===== src/rtl/aes_ahb_regbank.sv =====
// aes_ahb_regbank: AHB-Lite slave register bank for the AES core.
// NUM_CH job descriptors, start pulses, per-channel status and irq.
module aes_ahb_regbank #(
  parameter logic [22:0] BASE_HI   = 23'h0,
  parameter int          NUM_CH    = 2,
  parameter int          KEY_WORDS = 4
) (
  input  logic                           hclk,
  input  logic                           hresetn,
  input  logic                           hsel,
  input  logic [31:0]                    haddr,
  input  logic [1:0]                     htrans,
  input  logic                           hwrite,
  input  logic [2:0]                     hsize,
  input  logic                           hready,
  input  logic [31:0]                    hwdata,
  output logic                           hreadyout,
  output logic                           hresp,
  output logic [31:0]                    hrdata,
  output logic [NUM_CH-1:0]              ch_start,
  output logic [32*NUM_CH-1:0]           ch_src,
  output logic [32*NUM_CH-1:0]           ch_dst,
  output logic [32*KEY_WORDS*NUM_CH-1:0] ch_key,
  output logic [32*NUM_CH-1:0]           ch_size,
  output logic [NUM_CH-1:0]              ch_decrypt,
  input  logic [NUM_CH-1:0]              core_done,
  input  logic [NUM_CH-1:0]              core_err,
  output logic                           irq
);

  localparam int CW  = (NUM_CH > 1) ? $clog2(NUM_CH) : 1;
  localparam int KIW = (KEY_WORDS > 1) ? $clog2(KEY_WORDS) : 1;

  typedef enum logic [2:0] {
    S_IDLE, S_WR, S_RD_WAIT, S_RD, S_ERR1, S_ERR2
  } state_t;

  state_t state, state_nxt;

  logic [31:0] src_q  [NUM_CH];
  logic [31:0] dst_q  [NUM_CH];
  logic [31:0] size_q [NUM_CH];
  logic [31:0] key_q  [NUM_CH][KEY_WORDS];

  logic [NUM_CH-1:0] dec_q, ien_q;
  logic [NUM_CH-1:0] busy_q, done_q, err_q, start_q;
  logic [NUM_CH-1:0] busy_nxt, done_nxt, err_nxt;
  logic [NUM_CH-1:0] start_set, lock_set;

  logic [5:0]     d_off;
  logic [2:0]     d_chn;
  logic [CW-1:0]  d_ch;
  logic [KIW-1:0] d_kidx;
  logic d_src, d_dst, d_key, d_size, d_ctrl, d_stat;
  logic d_bad, d_lock;

  logic [CW-1:0]  a_ch;
  logic [KIW-1:0] a_kidx;
  logic a_src, a_dst, a_key, a_size, a_ctrl, a_stat;

  logic        ready_o, acc, wr;
  logic [31:0] rd_val;
  logic        unused_ok;

  assign unused_ok = htrans[0];

  assign ready_o   = (state != S_RD_WAIT) && (state != S_ERR1);
  assign acc       = hsel & hready & htrans[1] & ready_o;
  assign wr        = (state == S_WR);
  assign hreadyout = ready_o;
  assign hresp     = (state == S_ERR1) || (state == S_ERR2);

  // address-phase decode; busy lock looks at next-cycle BUSY
  always_comb begin
    d_off  = haddr[5:0];
    d_chn  = haddr[8:6];
    d_ch   = haddr[6 +: CW];
    d_src  = (d_off == 6'h00);
    d_dst  = (d_off == 6'h04);
    d_size = (d_off == 6'h28);
    d_ctrl = (d_off == 6'h2C);
    d_stat = (d_off == 6'h30);
    d_key  = 1'b0;
    d_kidx = '0;
    for (int k = 0; k < KEY_WORDS; k++) begin
      if (d_off == 6'(8 + 4*k)) begin
        d_key  = 1'b1;
        d_kidx = KIW'(k);
      end
    end
    d_bad = (haddr[31:9] != BASE_HI)
          | (int'(d_chn) >= NUM_CH)
          | ~(d_src | d_dst | d_key | d_size | d_ctrl | d_stat)
          | (hsize != 3'b010);
    d_lock = hwrite & ~d_bad & ~d_stat & busy_nxt[d_ch];
  end

  // data-phase state register
  always_ff @(posedge hclk or negedge hresetn) begin
    if (!hresetn) state <= S_IDLE;
    else          state <= state_nxt;
  end

  // next data phase: wait/error sequencing or newly accepted transfer
  always_comb begin
    state_nxt = S_IDLE;
    unique case (state)
      S_RD_WAIT: state_nxt = S_RD;
      S_ERR1:    state_nxt = S_ERR2;
      default: begin
        if (acc) begin
          if (d_bad | d_lock) state_nxt = S_ERR1;
          else if (hwrite)    state_nxt = S_WR;
          else                state_nxt = S_RD_WAIT;
        end
      end
    endcase
  end

  // hold the decoded target for the data phase
  always_ff @(posedge hclk or negedge hresetn) begin
    if (!hresetn) begin
      a_ch   <= '0;
      a_kidx <= '0;
      a_src  <= 1'b0;
      a_dst  <= 1'b0;
      a_key  <= 1'b0;
      a_size <= 1'b0;
      a_ctrl <= 1'b0;
      a_stat <= 1'b0;
    end else if (acc) begin
      a_ch   <= d_ch;
      a_kidx <= d_kidx;
      a_src  <= d_src;
      a_dst  <= d_dst;
      a_key  <= d_key;
      a_size <= d_size;
      a_ctrl <= d_ctrl;
      a_stat <= d_stat;
    end
  end

  // lock violations flag ERR on the channel they targeted
  always_comb begin
    lock_set = '0;
    for (int c = 0; c < NUM_CH; c++) begin
      if (acc && d_lock && d_ch == CW'(c)) lock_set[c] = 1'b1;
    end
  end

  // status next-state: start beats done-clear, hw set beats W1C
  always_comb begin
    start_set = '0;
    busy_nxt  = busy_q;
    done_nxt  = done_q;
    err_nxt   = err_q;
    for (int c = 0; c < NUM_CH; c++) begin
      if (wr && a_ch == CW'(c)) begin
        if (a_ctrl && hwdata[0]) start_set[c] = 1'b1;
        if (a_stat && hwdata[1]) done_nxt[c] = 1'b0;
        if (a_stat && hwdata[2]) err_nxt[c] = 1'b0;
      end
      if (core_done[c] | core_err[c]) busy_nxt[c] = 1'b0;
      if (start_set[c]) busy_nxt[c] = 1'b1;
      if (core_done[c]) done_nxt[c] = 1'b1;
      if (core_err[c])  err_nxt[c] = 1'b1;
    end
  end

  // status, start pulse and registered interrupt
  always_ff @(posedge hclk or negedge hresetn) begin
    if (!hresetn) begin
      busy_q  <= '0;
      done_q  <= '0;
      err_q   <= '0;
      start_q <= '0;
      irq     <= 1'b0;
    end else begin
      busy_q  <= busy_nxt;
      done_q  <= done_nxt;
      err_q   <= err_nxt | lock_set;
      start_q <= start_set;
      irq     <= |(ien_q & (done_q | err_q));
    end
  end

  // descriptor registers commit at the end of a write data phase
  always_ff @(posedge hclk or negedge hresetn) begin
    if (!hresetn) begin
      for (int c = 0; c < NUM_CH; c++) begin
        src_q[c]  <= '0;
        dst_q[c]  <= '0;
        size_q[c] <= '0;
        for (int k = 0; k < KEY_WORDS; k++) key_q[c][k] <= '0;
      end
      dec_q <= '0;
      ien_q <= '0;
    end else if (wr) begin
      for (int c = 0; c < NUM_CH; c++) begin
        if (a_ch == CW'(c)) begin
          if (a_src)  src_q[c]  <= hwdata;
          if (a_dst)  dst_q[c]  <= hwdata;
          if (a_size) size_q[c] <= hwdata;
          if (a_key)  key_q[c][a_kidx] <= hwdata;
          if (a_ctrl) begin
            dec_q[c] <= hwdata[1];
            ien_q[c] <= hwdata[2];
          end
        end
      end
    end
  end

  // read mux for the registered read data
  always_comb begin
    rd_val = '0;
    unique case (1'b1)
      a_src:   rd_val = src_q[a_ch];
      a_dst:   rd_val = dst_q[a_ch];
      a_size:  rd_val = size_q[a_ch];
      a_key:   rd_val = key_q[a_ch][a_kidx];
      a_ctrl:  rd_val = {29'd0, ien_q[a_ch], dec_q[a_ch], 1'b0};
      a_stat:  rd_val = {29'd0, err_q[a_ch], done_q[a_ch], busy_q[a_ch]};
      default: rd_val = '0;
    endcase
  end

  // read data captured during the wait state
  always_ff @(posedge hclk or negedge hresetn) begin
    if (!hresetn)                hrdata <= '0;
    else if (state == S_RD_WAIT) hrdata <= rd_val;
  end

  // flatten descriptors onto the core-facing buses, key word0 on top
  always_comb begin
    ch_src  = '0;
    ch_dst  = '0;
    ch_size = '0;
    ch_key  = '0;
    for (int c = 0; c < NUM_CH; c++) begin
      ch_src[32*c +: 32]  = src_q[c];
      ch_dst[32*c +: 32]  = dst_q[c];
      ch_size[32*c +: 32] = size_q[c];
      for (int k = 0; k < KEY_WORDS; k++) begin
        ch_key[32*(c*KEY_WORDS + KEY_WORDS-1-k) +: 32] = key_q[c][k];
      end
    end
  end

  assign ch_start   = start_q;
  assign ch_decrypt = dec_q;

endmodule


===== config.mk =====
export PLATFORM = sky130hd
export DESIGN_NAME = aes_ahb_regbank
export DESIGN_NICKNAME = d
export VERILOG_FILES = /design/src/rtl/aes_ahb_regbank.sv
export SDC_FILE = /design/constraint.sdc
export NUM_CORES = 1
export LEC_CHECK = 0
export ABC_AREA = 0
export BUFFER_PORTS_ARGS = -buffer_cell sky130_fd_sc_hd__buf_2
export CAP_MARGIN = 20
export CORE_MARGIN = 2
export CORE_UTILIZATION = 48
export DETAILED_ROUTE_END_ITERATION = 8
export PLACE_DENSITY = 0.74
export SYNTH_ARGS = -nofsm -noshare
export SYNTH_HDL_FRONTEND = slang
export SYNTH_SLANG_ARGS = --single-unit

===== constraint.sdc =====
create_clock -name hclk -period 1.9 [get_ports hclk]
set_input_delay 0.285 -clock hclk [delete_from_list [all_inputs] [get_ports hclk]]
set_output_delay 0.285 -clock hclk [all_outputs]
set_load 0.05 [all_outputs]

### After elaboration in Yosys (flattened, before gate mapping)

Index checks and enable logic that the tools add are counted.

* bits of input ports: 78
* word-level logic and storage cells: 175
* register bits after elaboration: 505
* output and inout bits: 487

* muxes and demuxes: 63
* $lt $le $gt $ge: 6
* equal/unequal tests: 15
* reductions and logical operators: 30
* bitwise operators: 27

Operators with widths (number)
* 128-bit 2-to-1 mux: 3
* 32-bit 2-to-1 mux: 12
* 128-bit bitwise mux: 2
* 32-bit case mux with 6 select lines: 1
* 32-bit binary-select mux with 2-bit select: 1
* 32-bit demux with 2-bit select: 1
* 1-bit 2-to-1 mux: 37
* 3-bit AND reduction: 10
* 23-bit nonzero test: 1
* 6-bit == test (second input constant): 3
* 6-bit by 4-bit == test with 1-bit output (second input constant): 2
* 6-bit by 5-bit == test with 1-bit output (second input constant): 2
* 1-bit OR: 11
* 1-bit logical AND: 10
* 2-bit nonzero test: 4
* 1-bit AND: 6
* 3-bit == test (second input constant): 2
* 6-bit by 3-bit == test with 1-bit output (second input constant): 1
* 6-bit logical NOT: 1
* 2-bit 2-to-1 mux: 3
* 3-bit 2-to-1 mux: 2
* 3-bit by 2-bit != test with 1-bit output (second input constant): 2
* 3-bit case mux with 2 select lines: 1
* 1-bit inverter: 5
* other kinds (15): 18

### Longest topological paths before layout

* depth after elaboration: 20
* mapped depth: 7
* mapped depth without buffers: 4

### Least setup slack after synthesis

OpenSTA, ideal clock, no wires.

* path type: register to register
* start point: register state[2]
* end point: register key_q, in the netlist ch_key[65]
* library setup time: 0.125 ns
* setup slack: 0.015 ns
* stages on the path, launching flop included: 5
* required time: 1.775 ns
* arrival time: 1.760 ns
* buffers on the path: 1
* period minus slack after synthesis: 1.885 ns
* cells stage by stage: dfrtp_1 > or3b_4 > nor4_4 > buf_6 > mux2_4

* word-level cells in the longest chain between the ends: 2

Ends and longest elaborated chain
* from (decl): RTL line 38 `state_t state, state_nxt;`
* from (signal assigned): RTL line 101 `else state <= state_nxt;`
* 3-bit by 1-bit == test with 1-bit output: RTL line 69 `assign wr = (state == S_WR);`
* 3-bit AND reduction (no source line)
* to (signal, indexed assignment): RTL line 204 `if (a_key) key_q[c][a_kidx] <= hwdata;`
* to (decl): RTL line 43 `logic [31:0] key_q [NUM_CH][KEY_WORDS];`

Every way passes these cells.
A chain may end at the register's enable or synchronous reset.

### Worst setup path after layout

* start point: register state[1]
* end point: output port hreadyout

* word-level cells in the longest chain between the ends: 2
* elaborated cells on any way between the ends: 3
* those cells by class: eq/ne (2); reduce/logical (1)

Ends and longest elaborated chain
* 3-bit by 2-bit != test with 1-bit output or 3-bit != test (tied branches): RTL line 67 `assign ready_o = (state != S_RD_WAIT) && (state != S_ERR1);`
* 1-bit logical AND *: RTL line 67
* to (decl): RTL line 17 `output logic hreadyout,`

Every way passes the cells marked *; elsewhere a longest branch is shown, timed or not.

==> results.rst <==
.. list-table::
   :header-rows: 1

   * - Metric
     - Value
   * - Kind of cell adding the most delay to the critical path
     - buffers and inverters
   * - Peak supply drop
     - 955 uV
   * - Wire length per cell
     - 30.4 um
   * - Biggest area contributors in the synthesized netlist
     - sky130_fd_sc_hd__dfrtp_1, sky130_fd_sc_hd__mux2_2, sky130_fd_sc_hd__mux4_2, sky130_fd_sc_hd__a222oi_1, sky130_fd_sc_hd__mux2i_1
   * - Clock tree from TritonCTS
     - done
   * - Setup Skew
     - 19.8 ps
   * - Startpoint class of the critical path
     - register
   * - Mean post-synth cell area
     - 15.3 um^2
   * - Violated checks
     - negative setup slack
   * - Count of warnings emitted by yosys
     - 0
   * - Total area of multi-input combinational cells
     - 9700 um^2
   * - Slew of the pin with the lowest slew margin
     - 648 ps
   * - Post-synthesis instance total
     - 1,465
   * - Top_reg_cell synth
     - sky130_fd_sc_hd__dfrtp_1
   * - Fraction of synthesized cell area taken by the top area cell type
     - 0.565
   * - Layout cells sized above 1
     - 0.641
   * - Count of different cell masters after synthesis
     - 56
   * - Critical path buffers and inverters
     - 3
   * - Flops & latches, synth
     - 505
   * - Met3 track demand over resource in global routing
     - 0.0939
   * - First drt pass iteration count
     - 9
   * - Slowest stage cell, crit path
     - sky130_fd_sc_hd__dfrtp_1
   * - Core box area
     - 46,300 um^2
   * - Proportion of synthesized chip area in sequential cells
     - 0.565
   * - Max H-tree Level
     - 2
   * - Num ports
     - 565
   * - Skew-Pair Late Insertion Delay
     - 600 ps
   * - First-pass GRT wire length
     - 114 mm
   * - Grt met1 use
     - 0.397
   * - Net count of the finished layout
     - 2,204
   * - Number of violations reported at the end of detailed-routing iteration 0
     - 1,922
   * - Number of setup violations in the final report
     - 186
   * - Area Growth Syn to Fin
     - 36.2%
   * - Remaining DRCs
     - 0
   * - Total routed wirelength
     - 84.3 mm
   * - Dpl hpwl
     - 51.8 mm
   * - Residual antenna-violating net count after detailed routing
     - 0
   * - Hold violation total from the final report
     - 0
   * - Crit share post-route
     - 1.10
   * - Result of the run
     - finished with violations
   * - Worst-path fanout max
     - 3
   * - Chain of cells forming the critical path
     - buf_4 -> buf_6 -> xnor2_4 -> or2_4 -> buf_8
   * - Clock tree root driver cell
     - sky130_fd_sc_hd__clkbuf_16
   * - RSZ-0062 raised after global routing
     - true
   * - Longest Clk Path Bufs
     - 3
   * - Final slew viol count
     - 0
   * - Maximum capacitance violations
     - 0
   * - Kind of critical path
     - register to output pin
   * - Sinks on Clock Net
     - 505
   * - Cell area after technology mapping
     - 22,400 um^2
   * - Number of global-route vias before repair
     - 17,300
   * - Mean number of vias per cell
     - 6.17
   * - Antenna violations before repair
     - 1
   * - Initial standard-cell utilization of the core
     - 0.483
   * - Routability congestion estimate
     - 0.883
   * - Die outline width
     - 220 um
   * - Crit path largest cell delay
     - 390 ps
   * - Total area of sequential cells
     - 12,700 um^2
   * - Power density over the cells
     - 1070 nW/um^2
   * - Post-Syn Nets
     - 1,543
   * - Pin count of the biggest net entering global routing
     - 69
   * - Fin worst setup slack
     - -182 ps
   * - Max Clock Freq
     - 480 MHz
   * - Worst endpoint data arrival time
     - 1800 ps
   * - Total number of vias
     - 17,100
   * - Hold Path Class
     - input pin to register
   * - Clock-pin transition on the worst setup and hold timing paths
     - 60 ps
   * - CTS buffer count
     - 53
   * - Final setup TNS
     - -13,060 ps
   * - Total power draw
     - 32.5 mW
   * - Critical Path Sink Type
     - output pin
   * - Port bufs
     - 563
   * - Die span in y
     - 220 um
   * - Area enclosed by the die boundary
     - 48,300 um^2
   * - GRT Total Usage
     - 0.320
   * - Async set-or-reset flop fraction in the synthesized netlist
     - 1.00
   * - Post-layout minimum cycle time
     - 2080 ps
   * - Gr ovfl total
     - 0
   * - Top cell type by total area after synthesis
     - sky130_fd_sc_hd__dfrtp_1
   * - Slew headroom
     - 0.565
   * - Required time of the critical path
     - 1620 ps
   * - Standard-cell rows
     - 79
   * - Number of enable-type register cells in the synthesized netlist
     - 0
   * - GRT met2 Usage
     - 0.520
   * - Busiest layer in global routing
     - met2
   * - Leakage Power
     - 14.5 nW
   * - Number of fillers in the final layout
     - 3,242
==> worst paths after layout <==
path,startpoint,endpoint,slack [ps],cells past startpoint
max,state[1],hreadyout,-180,5
min,haddr[0],a_stat,60,3
max reg2reg,state[1],ch_key[83],-170,6
min reg2reg,hrdata[0],hrdata[0],480,1
max in group asynchronous,hresetn,hrdata[31],900,4
min in group asynchronous,hresetn,ch_size[10],190,2
==> layout make-up <==
class	instances	area share
Multi-Input combinational cell	827	0.319
Antenna cell	1	0.0000822
Clock inverter	13	0.00654
Inverter	2	0.000247
Tap cell	607	0.0250
Sequential cell	505	0.416
Timing Repair Buffer	737	0.182
Clock buffer	81	0.0520
==> Yosys cell counts, drive strengths merged, types with 7 or more instances <==
| cell | count |
|---|---|
| mux4 | 64 |
| mux2 | 485 |
| clkbuf | 56 |
| dlygate4sd1 | 8 |
| buf | 67 |
| mux2i | 29 |
| nand3 | 9 |
| nor4 | 7 |
| dfrtp | 505 |
| o221ai | 29 |
| nand2 | 60 |
| o21ai | 10 |
| nor2 | 7 |
| a222oi | 62 |
==> worst reg2reg max path, cell delays in order, from the launching register on <==
cell,delay (ps)
sky130_fd_sc_hd__dfrtp_1,390
sky130_fd_sc_hd__buf_6,130
sky130_fd_sc_hd__or3b_4,390
sky130_fd_sc_hd__nor4_4,290
sky130_fd_sc_hd__buf_6,180
sky130_fd_sc_hd__buf_12,210
sky130_fd_sc_hd__mux2_2,370
==> through the flow <==
step	instances	util	hold WS [ps]	worst slack, ps	instance area, um^2
after global placement	2608	0.577	210	-55.6	26700
after detailed placement	2608	0.577	208	-93.6	26700
after floorplan	1465	-	-10.6	15.1	22400
after global routing	2773	0.658	51.4	-238	30400
after CTS	2737	0.633	2.58	-153	29300
final	2773	0.658	62.9	-182	30400
==> placed cells by master (no fill, tap or decap), drive strengths merged, types with 2 or more instances in the layout <==
cell type	instances
mux2	485
o31ai	5
dfrtp	505
bufinv	5
or3b	4
nor2b	4
a21o	5
inv	3
o2111ai	2
clkinv	5
o221ai	29
a22o	2
nor3b	3
nand2	60
and4	2
o41ai	3
nand2b	3
a221oi	2
and2	2
o211ai	2
dlygate4sd3	13
a21oi	5
clkbuf	102
nand3	9
buf	703
nor4b	2
mux4	64
o21ai	10
clkinvlp	2
mux2i	29
a22oi	5
nor4	7
a222oi	62
nor2	7
==> routing by layer <==
metal | up-vias | share of wire
met3 | 233 | 0.10
met1 | 8906 | 0.38
met5 | - | 0
li1 | 6929 | -
met4 | 0 | 0.045
met2 | 1030 | 0.48
==> kinds of logic (layout without fill, tap and decap cells) <==
group	after synthesis	in the layout	synth area share
xor+xnor	1	1	0.000392
buf+inv	133	833	0.0299
compound gates	137	137	0.0540
flops	505	505	0.565
mux	578	578	0.323
simple gates	111	111	0.0268
other cells	0	1	0
==> power by group <==
group	internal (mW)	switching, mW
Sequential	11.6	0.766
Clock	6.39	4.30
Combinational	3.60	5.82
==> repair_timing <==
item,CTS,global route
hold buffers,13,0
endpoints found under the setup margin,195,358
gates resized for setup,80,146
hold endpoints to repair,170,0
cloned,8,24
buffers inserted,14,15
pin swaps,3,12
==> sequential cells by signal (all words and copies together) (netlist names), 2 cells and up <==
signal / flops
ch_key: 256
ch_dst: 64
ch_size: 64
ch_src: 64
hrdata: 32
state: 3
a_kidx: 2
busy_q: 2
ch_decrypt: 2
ch_start: 2
done_q: 2
err_q: 2
ien_q: 2
(Power assumes the default switching activity.)
